**config.mk**
```make
export PLATFORM = sky130hd
export DESIGN_NAME = pixel_frame_writer
export DESIGN_NICKNAME = d
export VERILOG_FILES = /design/src/rtl/pixel_writer_pkg.sv /design/src/rtl/pixel_fifo.sv /design/src/rtl/pixel_frame_writer.sv
export SDC_FILE = /design/constraint.sdc
export NUM_CORES = 1
export LEC_CHECK = 0
export CAP_MARGIN = 10
export CELL_PAD_IN_SITES_DETAIL_PLACEMENT = 0
export CELL_PAD_IN_SITES_GLOBAL_PLACEMENT = 1
export CORE_ASPECT_RATIO = 2
export CORE_MARGIN = 4
export CORE_UTILIZATION = 42
export DETAILED_ROUTE_END_ITERATION = 7
export HOLD_SLACK_MARGIN = 0.03
export PLACE_DENSITY = 0.73
export SLEW_MARGIN = 20
export SYNTH_ARGS = -nofsm -noshare
export SYNTH_HDL_FRONTEND = slang
export SYNTH_SLANG_ARGS = --single-unit
```
**constraint.sdc**
```tcl
create_clock -name clk -period 6.4 [get_ports clk]
set_input_delay 1.28 -clock clk [delete_from_list [all_inputs] [get_ports clk]]
set_output_delay 1.28 -clock clk [all_outputs]
set_load 0.01 [all_outputs]
```
**src/rtl/pixel_writer_pkg.sv**
```systemverilog
// pixel_writer_pkg: shared types and constants for the pixel frame writer.
//   state_e     : controller state encoding (IDLE / RUN / DRAIN)
//   ADDR_STRIDE : byte increment between consecutive pixel words
//   DROP_CNT_MAX: saturation value of the optional drop counter
package pixel_writer_pkg;

    typedef enum logic [1:0] {
        ST_IDLE  = 2'd0,
        ST_RUN   = 2'd1,
        ST_DRAIN = 2'd2
    } state_e;

    localparam int unsigned ADDR_STRIDE  = 4;
    localparam logic [15:0] DROP_CNT_MAX = 16'hFFFF;

endpackage

```
**src/rtl/pixel_fifo.sv**
```systemverilog
// pixel_fifo: small synchronous FIFO with show-ahead head data.
// Ports:
//   clk, reset_n : clock, asynchronous active-low reset (empties the FIFO)
//   i_push/i_data: write strobe and word; ignored when full unless popping the same cycle
//   i_pop        : remove head; ignored when empty
//   o_head       : current head word (valid when !o_empty)
//   o_full/o_empty/o_count : occupancy status
module pixel_fifo
    import pixel_writer_pkg::*;
#(
    parameter int unsigned DW         = 31,
    parameter int unsigned FIFO_DEPTH = 16,
    parameter int unsigned FIFO_AW    = 4
) (
    input  logic             clk,
    input  logic             reset_n,
    input  logic             i_push,
    input  logic [DW:0]      i_data,
    input  logic             i_pop,
    output logic [DW:0]      o_head,
    output logic             o_full,
    output logic             o_empty,
    output logic [FIFO_AW:0] o_count
);

    localparam int unsigned CntW = FIFO_AW + 1;

    logic [DW:0]        r_mem [FIFO_DEPTH];
    logic [FIFO_AW-1:0] r_wptr;
    logic [FIFO_AW-1:0] r_rptr;
    logic [FIFO_AW:0]   r_count;
    logic               w_do_push;
    logic               w_do_pop;

    assign o_full    = (r_count == CntW'(FIFO_DEPTH));
    assign o_empty   = (r_count == '0);
    assign o_count   = r_count;
    assign o_head    = r_mem[r_rptr];

    assign w_do_pop  = i_pop && !o_empty;
    // A full FIFO can still take a word when the head leaves in the same cycle.
    assign w_do_push = i_push && (!o_full || w_do_pop);

    always_ff @(posedge clk or negedge reset_n) begin
        if (!reset_n) begin
            r_mem   <= '{default: '0};
            r_wptr  <= '0;
            r_rptr  <= '0;
            r_count <= '0;
        end else begin
            if (w_do_push) begin
                r_mem[r_wptr] <= i_data;
                r_wptr        <= r_wptr + FIFO_AW'(1);
            end
            if (w_do_pop) begin
                r_rptr <= r_rptr + FIFO_AW'(1);
            end
            if (w_do_push && !w_do_pop) begin
                r_count <= r_count + CntW'(1);
            end else if (!w_do_push && w_do_pop) begin
                r_count <= r_count - CntW'(1);
            end
        end
    end

endmodule

```
**src/rtl/pixel_frame_writer.sv**
```systemverilog
// pixel_frame_writer: buffers converter pixels in a FIFO and writes them as single
// Avalon-MM writes into a linear frame buffer, one frame per arm.
// Optional feature: define PIXEL_WRITER_DROP_CNT_EN to add the drop_count output.
// Ports:
//   clk, reset_n        : clock, asynchronous active-low reset
//   enable              : arms capture of the next frame (sampled in IDLE only)
//   clear_overflow      : pulse, clears overflow (and drop_count) unless a drop coincides
//   in_data/in_data_valid/in_sof : pixel stream, no backpressure
//   avm_address/avm_write/avm_writedata/avm_waitrequest : Avalon-MM write master
//   busy                : high while a frame is being captured or drained
//   frame_done          : one-cycle pulse when the last buffered pixel has been written
//   overflow            : sticky, a pixel was dropped because the FIFO was full
//   drop_count          : (optional) saturating count of dropped pixels
module pixel_frame_writer
    import pixel_writer_pkg::*;
#(
    parameter int unsigned DW          = 31,
    parameter int unsigned AW          = 31,
    parameter logic [AW:0] BASE_ADDR   = 32'h0000_0000,
    parameter int unsigned FRAME_WORDS = 76800,
    parameter int unsigned FIFO_DEPTH  = 16,
    parameter int unsigned FIFO_AW     = 4
) (
    input  logic          clk,
    input  logic          reset_n,
    input  logic          enable,
    input  logic          clear_overflow,
    input  logic [DW:0]   in_data,
    input  logic          in_data_valid,
    input  logic          in_sof,
    output logic [AW:0]   avm_address,
    output logic          avm_write,
    output logic [DW:0]   avm_writedata,
    input  logic          avm_waitrequest,
    output logic          busy,
    output logic          frame_done,
    output logic          overflow
`ifdef PIXEL_WRITER_DROP_CNT_EN
    ,
    output logic [15:0]   drop_count
`endif
);

    localparam int unsigned CntW    = $clog2(FRAME_WORDS + 1);
    localparam int unsigned FifoCW  = FIFO_AW + 1;
    localparam int unsigned AddrW   = AW + 1;
    localparam logic [CntW-1:0] LastPix = CntW'(FRAME_WORDS - 1);

    state_e              r_state;
    state_e              w_state_nxt;
    logic [CntW-1:0]     r_pix_cnt;
    logic [CntW-1:0]     w_pix_cnt_nxt;
    logic                r_avm_write;
    logic [AW:0]         r_avm_address;
    logic                r_frame_done;
    logic                r_overflow;
    logic                w_take;
    logic                w_push;
    logic                w_pop;
    logic                w_drop;
    logic                w_frame_end;
    logic [FIFO_AW:0]    w_fifo_count;
    logic [FIFO_AW:0]    w_count_nxt;
    logic                w_fifo_full;
    logic                w_fifo_empty;
    logic [DW:0]         w_fifo_head;

    pixel_fifo #(
        .DW         (DW),
        .FIFO_DEPTH (FIFO_DEPTH),
        .FIFO_AW    (FIFO_AW)
    ) u_fifo (
        .clk     (clk),
        .reset_n (reset_n),
        .i_push  (w_push),
        .i_data  (in_data),
        .i_pop   (w_pop),
        .o_head  (w_fifo_head),
        .o_full  (w_fifo_full),
        .o_empty (w_fifo_empty),
        .o_count (w_fifo_count)
    );

    // r_avm_write is only ever set while the FIFO holds data, so it doubles as "head valid".
    assign w_pop  = r_avm_write && !avm_waitrequest;
    assign w_push = w_take && (!w_fifo_full || w_pop);
    assign w_drop = w_take && !w_push;

    always_comb begin
        w_state_nxt   = r_state;
        w_pix_cnt_nxt = r_pix_cnt;
        w_take        = 1'b0;
        w_frame_end   = 1'b0;
        case (r_state)
            ST_IDLE: begin
                w_take = enable && in_data_valid && in_sof;
            end
            ST_RUN: begin
                w_take = in_data_valid;
            end
            ST_DRAIN: begin
                if (w_fifo_empty && !r_avm_write) begin
                    w_frame_end = 1'b1;
                    w_state_nxt = ST_IDLE;
                end
            end
            default: begin
                w_state_nxt = ST_IDLE;
            end
        endcase
        // Dropped pixels still count so the frame length stays fixed.
        if (w_take) begin
            if (r_pix_cnt == LastPix) begin
                w_pix_cnt_nxt = '0;
                w_state_nxt   = ST_DRAIN;
            end else begin
                w_pix_cnt_nxt = r_pix_cnt + CntW'(1);
                w_state_nxt   = ST_RUN;
            end
        end
    end

    always_comb begin
        w_count_nxt = w_fifo_count;
        if (w_push && !w_pop) begin
            w_count_nxt = w_fifo_count + FifoCW'(1);
        end else if (!w_push && w_pop) begin
            w_count_nxt = w_fifo_count - FifoCW'(1);
        end
    end

    always_ff @(posedge clk or negedge reset_n) begin
        if (!reset_n) begin
            r_state       <= ST_IDLE;
            r_pix_cnt     <= '0;
            r_avm_write   <= 1'b0;
            r_avm_address <= BASE_ADDR;
            r_frame_done  <= 1'b0;
            r_overflow    <= 1'b0;
        end else begin
            r_state      <= w_state_nxt;
            r_pix_cnt    <= w_pix_cnt_nxt;
            r_avm_write  <= (w_state_nxt != ST_IDLE) && (w_count_nxt != '0);
            r_frame_done <= w_frame_end;
            if (w_frame_end) begin
                r_avm_address <= BASE_ADDR;
            end else if (w_pop) begin
                r_avm_address <= r_avm_address + AddrW'(ADDR_STRIDE);
            end
            if (w_drop) begin
                r_overflow <= 1'b1;
            end else if (clear_overflow) begin
                r_overflow <= 1'b0;
            end
        end
    end

`ifdef PIXEL_WRITER_DROP_CNT_EN
    logic [15:0] r_drop_count;

    always_ff @(posedge clk or negedge reset_n) begin
        if (!reset_n) begin
            r_drop_count <= '0;
        end else if (clear_overflow) begin
            r_drop_count <= w_drop ? 16'd1 : 16'd0;
        end else if (w_drop && (r_drop_count != DROP_CNT_MAX)) begin
            r_drop_count <= r_drop_count + 16'd1;
        end
    end

    assign drop_count = r_drop_count;
`endif

    assign avm_write     = r_avm_write;
    assign avm_address   = r_avm_address;
    assign avm_writedata = w_fifo_head;
    assign busy          = (r_state != ST_IDLE);
    assign frame_done    = r_frame_done;
    assign overflow      = r_overflow;

endmodule

```
* Word level (Yosys, flattened, before mapping)
Index checks and enable logic that the tools add are counted.
W data, S select, Z words.
** Storage, ports and cells
- Output and inout port bits :: 68
- Input port bits :: 39
- Register bits :: 579
- Logic and storage cells :: 95
** Operators by class
- Mux-type cells :: 22
- Magnitude comparators :: 3
- Equal/unequal tests :: 4
- $add $sub $neg :: 6
- Reduce and logical (&&, ||, !) cells :: 33
- Bitwise operators :: 2
** Operator list (count)
- $bwmux W512 :: 1
- $mux W32 :: 5
- $bmux W32 S4 :: 1
- $demux W32 S4 :: 1
- $add A32 B3 Y32 const B :: 1
- $mux W5 :: 4
- $add A17 B1 Y17 const B :: 1
- $eq A17 B17 Y1 const B :: 1
- $mux W17 :: 1
- $logic_and A1 B1 Y1 :: 14
- $ge A5 B5 Y1 const B :: 2
- $not A4 Y5 :: 2
- $reduce_bool A2 Y1 :: 5
- $add A4 B1 Y4 const B :: 2
- $logic_not A1 Y1 :: 8
- $mux W2 :: 3
- $add A5 B1 Y5 const B :: 1
- $eq A5 B5 Y1 const B :: 1
- $logic_not A5 Y1 :: 1
- $lt A5 B1 Y1 const B :: 1
- $reduce_bool A5 Y1 :: 1
- $sub A5 B1 Y5 const B :: 1
- $mux W1 :: 4
- $pmux W2 S2 :: 1
- 6 further kinds :: 7

* Depth between registers and ports, before layout
- Word-level depth :: 10
- Gate-level depth with buffers :: 10
- Depth with buffers taken out :: 9

* By module
Synthesis repeated with hierarchy kept, for this count alone.
** Second synthesis, totals
- Cells, all modules :: 1764
- Area, all modules :: 26988.4 um2
** By module, submodules not included
- pixel_fifo :: area each 24138.2 um2, times used 1, cells each 1472, seq. area each 13137.6 um2
- pixel_frame_writer :: area each 2850.2 um2, times used 1, cells each 292, seq. area each 1301.2 um2

* Worst setup path before layout
OpenSTA, ideal clock, no wires.
- Path kind :: reg2out
- Start point :: reg u_fifo.r_rptr[0]
- End point :: out avm_writedata[0]
- Arrival :: 2048 ps
- Path slack :: 3072 ps
- Path buffers :: 2
- Required time :: 5120 ps
- Cell stages (with the launch flop) :: 5
- Cell sequence :: dfrtp_1 > clkbuf_1 > buf_1 > mux4_2 > mux4_2
** Between the ends
- Cells in the longest elaborated chain, start to end :: 4
** RTL lines
- start, declared :: line pixel_fifo.sv:30 : logic [FIFO_AW-1:0] r_rptr;
- start signal, assigned :: line pixel_fifo.sv:56 : r_rptr <= r_rptr + FIFO_AW'(1);
- $not A4 Y5 (implied by the code) :: line pixel_fifo.sv:38 : assign o_head = r_mem[r_rptr];
- $bmux W32 S4 :: line pixel_fifo.sv:38
- $mux W32 (implied by the code) (2 in series) :: line pixel_fifo.sv:38
- end, declared :: line pixel_frame_writer.sv:33 : output logic [DW:0] avm_writedata,
No other way between the ends. The select of a mux whose other input is x is not followed.

* Worst setup path in the final report
- Start point :: reg u_fifo.r_rptr[0]
- End point :: out avm_writedata[19]
The elaborated chain is that of the path after synthesis.

==> reports/qor.yml <==
crit_type: "reg -> out"
r2r-start: "u_fifo.o_count[0]$_DFFE_PN0P_"
n_antenna_cell: 0
fin_skew_ns: 0.02100
clock_sinks: 577
dp_hpwl_mm: 38.47
yosys_warnings: 0
async_reset_ff_share_pct: 100.0
drtIter0Drc: 687
ys_ff_latch: 577
p_sw_share_pct: 30.14
drc: 0
critical_path_arrival_ns: 3.72
postCtsSetupBuffers: 0
crit_family: "multiplexers"
via_count: 14800
setup_viol: 0
worst-r2r-setup-slack_ns: 2.52
io_pins: 107
multi_input_area_sq_mm: 0.01133
avgViaCountPerCell: 5.750
crit_chain: "buf_12 -> mux4_2 -> mux4_2 -> clkdlybuf4s50_1"
grt_usage_pct: 19.59
slew_viol_final: 0
first_pass_iters: 5
status: "finished, final reports clean"
fin_nets: 1789
end_kind: "primary output"
start_kind: "register"
cts_resized: 0
cp_max_fo: 62
fin_hold_ws_ns: 0.4839
cp.required_ns: 5.12
grt_util_met1_pct: 25.61
fillers: 5433
fmax_mhz: 200.0
crit_buf_inv: 2
syn_area_per_cell_sq_um: 15.62
switchingPower_mw: 4.684
drive_gt1_share_pct: 44.36
grt_max_degree: 159
die_w_um: 185.8
synth_area_sq_mm: 0.02655
slew_headroom_pct: 29.39
reg2reg_to: "u_fifo.r_mem[98]$_DFFE_PN0P_"
core-area_sq_mm: 0.06279
wl_per_cell_um: 25.14
hp-class: "reg -> reg"
final_hold_viol_count: 0
min_period_ns: 5.001
ctsRootBufferMaster: "clkbuf_16"
period_share_pct: 78.14
rr_worst_depth: 7
routed_wl_mm: 64.69
antenna_found_initial: 1
synth_flop_cell: "dfrtp_1"
cts-hold-fix-buffers: 0
clkLatencyLatePin_ns: 0.60
internal-power_mw: 10.86
top_usage_layer: "met2"
crit_slowest_cell: "dfrtp_4"
cpMostUsedCell: "mux4_2"
rsz0062_at_grt: "no"
ant_nets: 0
synth_cell_type_count: 55
cp_slowest_stage_delay_ns: 0.88
synth-edff-count: 0
clock_path_buffers: 3
seqPwrFrac_pct: 41.0
clockPowerShare_pct: 21.7
cts.clk_slew.worst_paths_ns: 0.07
p_per_area_mw_per_mm2: 517.7
startpoint: "u_fifo.r_rptr[0]$_DFFE_PN0P_"
io_buffers: 104
cts_tree: "yes"
tns_ns: 0
grt_pass1_wl_mm: 102.0
grt.met3_usage_pct: 2.572
post-place-cells: 2476
cap_violations: 0
cp.depth: 4
cts-buffers-inserted: 52
areaGrowthSynthToFinish_pct: 13.04
p_comb_share_pct: 37.2
place_congestion: 0.7448
tightestPinTransition_ns: 1.057
grt_pass1_vias: 16580
leakagePower_nw: 12.60
instances_no_fill: 2573
die_h_um: 363.6
syn_inst: 1700
initial_core_util_pct: 42.29
ir_drop_mv: 0.3635
cts_max_level: 2
grt_use_met2_pct: 34.44
yosysSeqAreaShare_pct: 54.38
rows: 130
regArea_sq_mm: 0.01445
crit_end: "avm_writedata[19]"
dieArea_sq_mm: 0.06755
grt.overflow.total: 0
placed cells by master, fill, tap and decap left out, drive strengths merged, types with 13 or more instances in the layout:
cell type      netlist  layout
a21oi               25      25
and3                21      21
buf                 79      31
clkbuf              71      74
clkdlybuf4s50        0     103
dfrtp              577     577
inv                  9      13
mux2               515     515
mux4               160     160
nand2               31      31
nand3               18      18
nand4               15      15
nor2                20      20
o21ai               13      13
or4                 14      14
xnor2               19      19
xor2                13      13
power by group through the flow:
stage / clock [mW] / combinational (mW) / sequential, mW
after floorplan: 0 / 4.37 / 5.86
after global routing: 3.61 / 6.23 / 6.58
after detailed placement: 0 / 5.82 / 6.51
after global placement: 0 / 5.70 / 6.40
final: 3.38 / 5.78 / 6.38
after CTS: 3.47 / 5.85 / 6.44
registers in the layout, indices dropped and copies added, names as in the netlist:
register / flops
u_fifo.r_wptr: 4
r_state: 2
u_fifo.r_rptr: 4
u_fifo.o_count: 5
avm_address: 30
frame_done: 1
avm_write: 1
overflow: 1
r_pix_cnt: 17
u_fifo.r_mem: 512
area by class of cell:
cell class,instances,area share [%]
sequential,577,48.14
multi-input combinational,964,37.73
clock buffer,74,5.110
timing repair buffer,134,4.510
tap,792,3.301
clock inverter,22,1.084
inverter,10,0.1251
worst min path at each step:
stage	start	to	depth (start not counted)
after global placement	u_fifo.r_mem[428]$_DFFE_PN0P_	u_fifo.r_mem[428]$_DFFE_PN0P_	1
after CTS	u_fifo.r_mem[94]$_DFFE_PN0P_	u_fifo.r_mem[94]$_DFFE_PN0P_	1
after global routing	u_fifo.r_mem[432]$_DFFE_PN0P_	u_fifo.r_mem[432]$_DFFE_PN0P_	1
final	u_fifo.r_mem[94]$_DFFE_PN0P_	u_fifo.r_mem[94]$_DFFE_PN0P_	1
after detailed placement	u_fifo.r_mem[434]$_DFFE_PN0P_	u_fifo.r_mem[434]$_DFFE_PN0P_	1
after floorplan	u_fifo.r_mem[63]$_DFFE_PN0P_	u_fifo.r_mem[63]$_DFFE_PN0P_	1
worst register-to-register path, cell delays in order, from the launching register on:
cell and delay (ns):
dfrtp_1 0.52, inv_1 0.13, ha_1 0.23, and4bb_4 0.22, a211oi_2 0.88, and3_2 0.98
buf_4 0.44, mux2_2 0.38
metal layers:
layer  wire length [um]  share of wire (%)
met1              26840                 41
met2              34250                 53
met3               2069                3.2
met4               1518                2.3
met5                 11              0.017
synthesized netlist by cell type (2+ instances only):
| cell | instances | area [sq um] |
|---|---|---|
| dfrtp_1 | 577 | 14440 |
| mux2_2 | 479 | 5394 |
| mux4_2 | 160 | 3603 |
| clkbuf_1 | 59 | 221.5 |
| buf_4 | 45 | 337.8 |
| mux2_1 | 36 | 405.4 |
| nand2_1 | 31 | 116.4 |
| a21oi_1 | 25 | 125.1 |
| buf_2 | 25 | 125.1 |
| and3_1 | 21 | 131.4 |
| nor2_1 | 20 | 75.07 |
| xnor2_1 | 19 | 166.4 |
| nand3_1 | 16 | 80.08 |
| nand4_1 | 15 | 93.84 |
| or4_1 | 14 | 105.1 |
| o21ai_0 | 13 | 65.06 |
| xor2_1 | 13 | 113.9 |
| clkbuf_2 | 12 | 60.06 |
| ha_1 | 11 | 137.6 |
| nand2b_1 | 11 | 68.82 |
| buf_1 | 9 | 33.78 |
| inv_1 | 9 | 33.78 |
| nor3_1 | 9 | 45.04 |
| o31ai_1 | 9 | 67.56 |
| or3_1 | 8 | 50.05 |
| mux2i_1 | 6 | 60.06 |
| and4_1 | 5 | 43.79 |
| nor2b_1 | 5 | 31.28 |
| nor4_1 | 4 | 25.02 |
| or3_2 | 3 | 22.52 |
| a41oi_1 | 2 | 17.52 |
| and2_1 | 2 | 12.51 |
| nand3_2 | 2 | 20.02 |
| nand4bb_1 | 2 | 22.52 |
| nor4b_1 | 2 | 17.52 |
| o22ai_1 | 2 | 12.51 |
metrics by stage:
stage	instance area, sq um	utilization, %	worst slack [ns]	power [mW]
after floorplan	26560	-	3.072	10.24
after global placement	28130	44.80	1.615	12.10
after detailed placement	28130	44.80	1.529	12.33
after CTS	29990	47.76	1.260	15.76
after global routing	30020	47.81	1.194	16.42
final	30020	47.81	1.399	15.54
kinds of logic (layout without fill, tap and decap cells):
family	count (synthesis)	after routing	share of synthesized area, %
muxes	681	681	35.64
DFF	577	577	54.38
and+or+nand+nor	178	178	3.949
buffers and inverters	160	240	3.072
AOI/OAI and AO/OA	60	60	1.376
xor gates and xnor gates	32	32	1.056
adders and majority gates	11	11	0.5183
other	1	2	0.01412
Power figures use the tool's default switching activity.
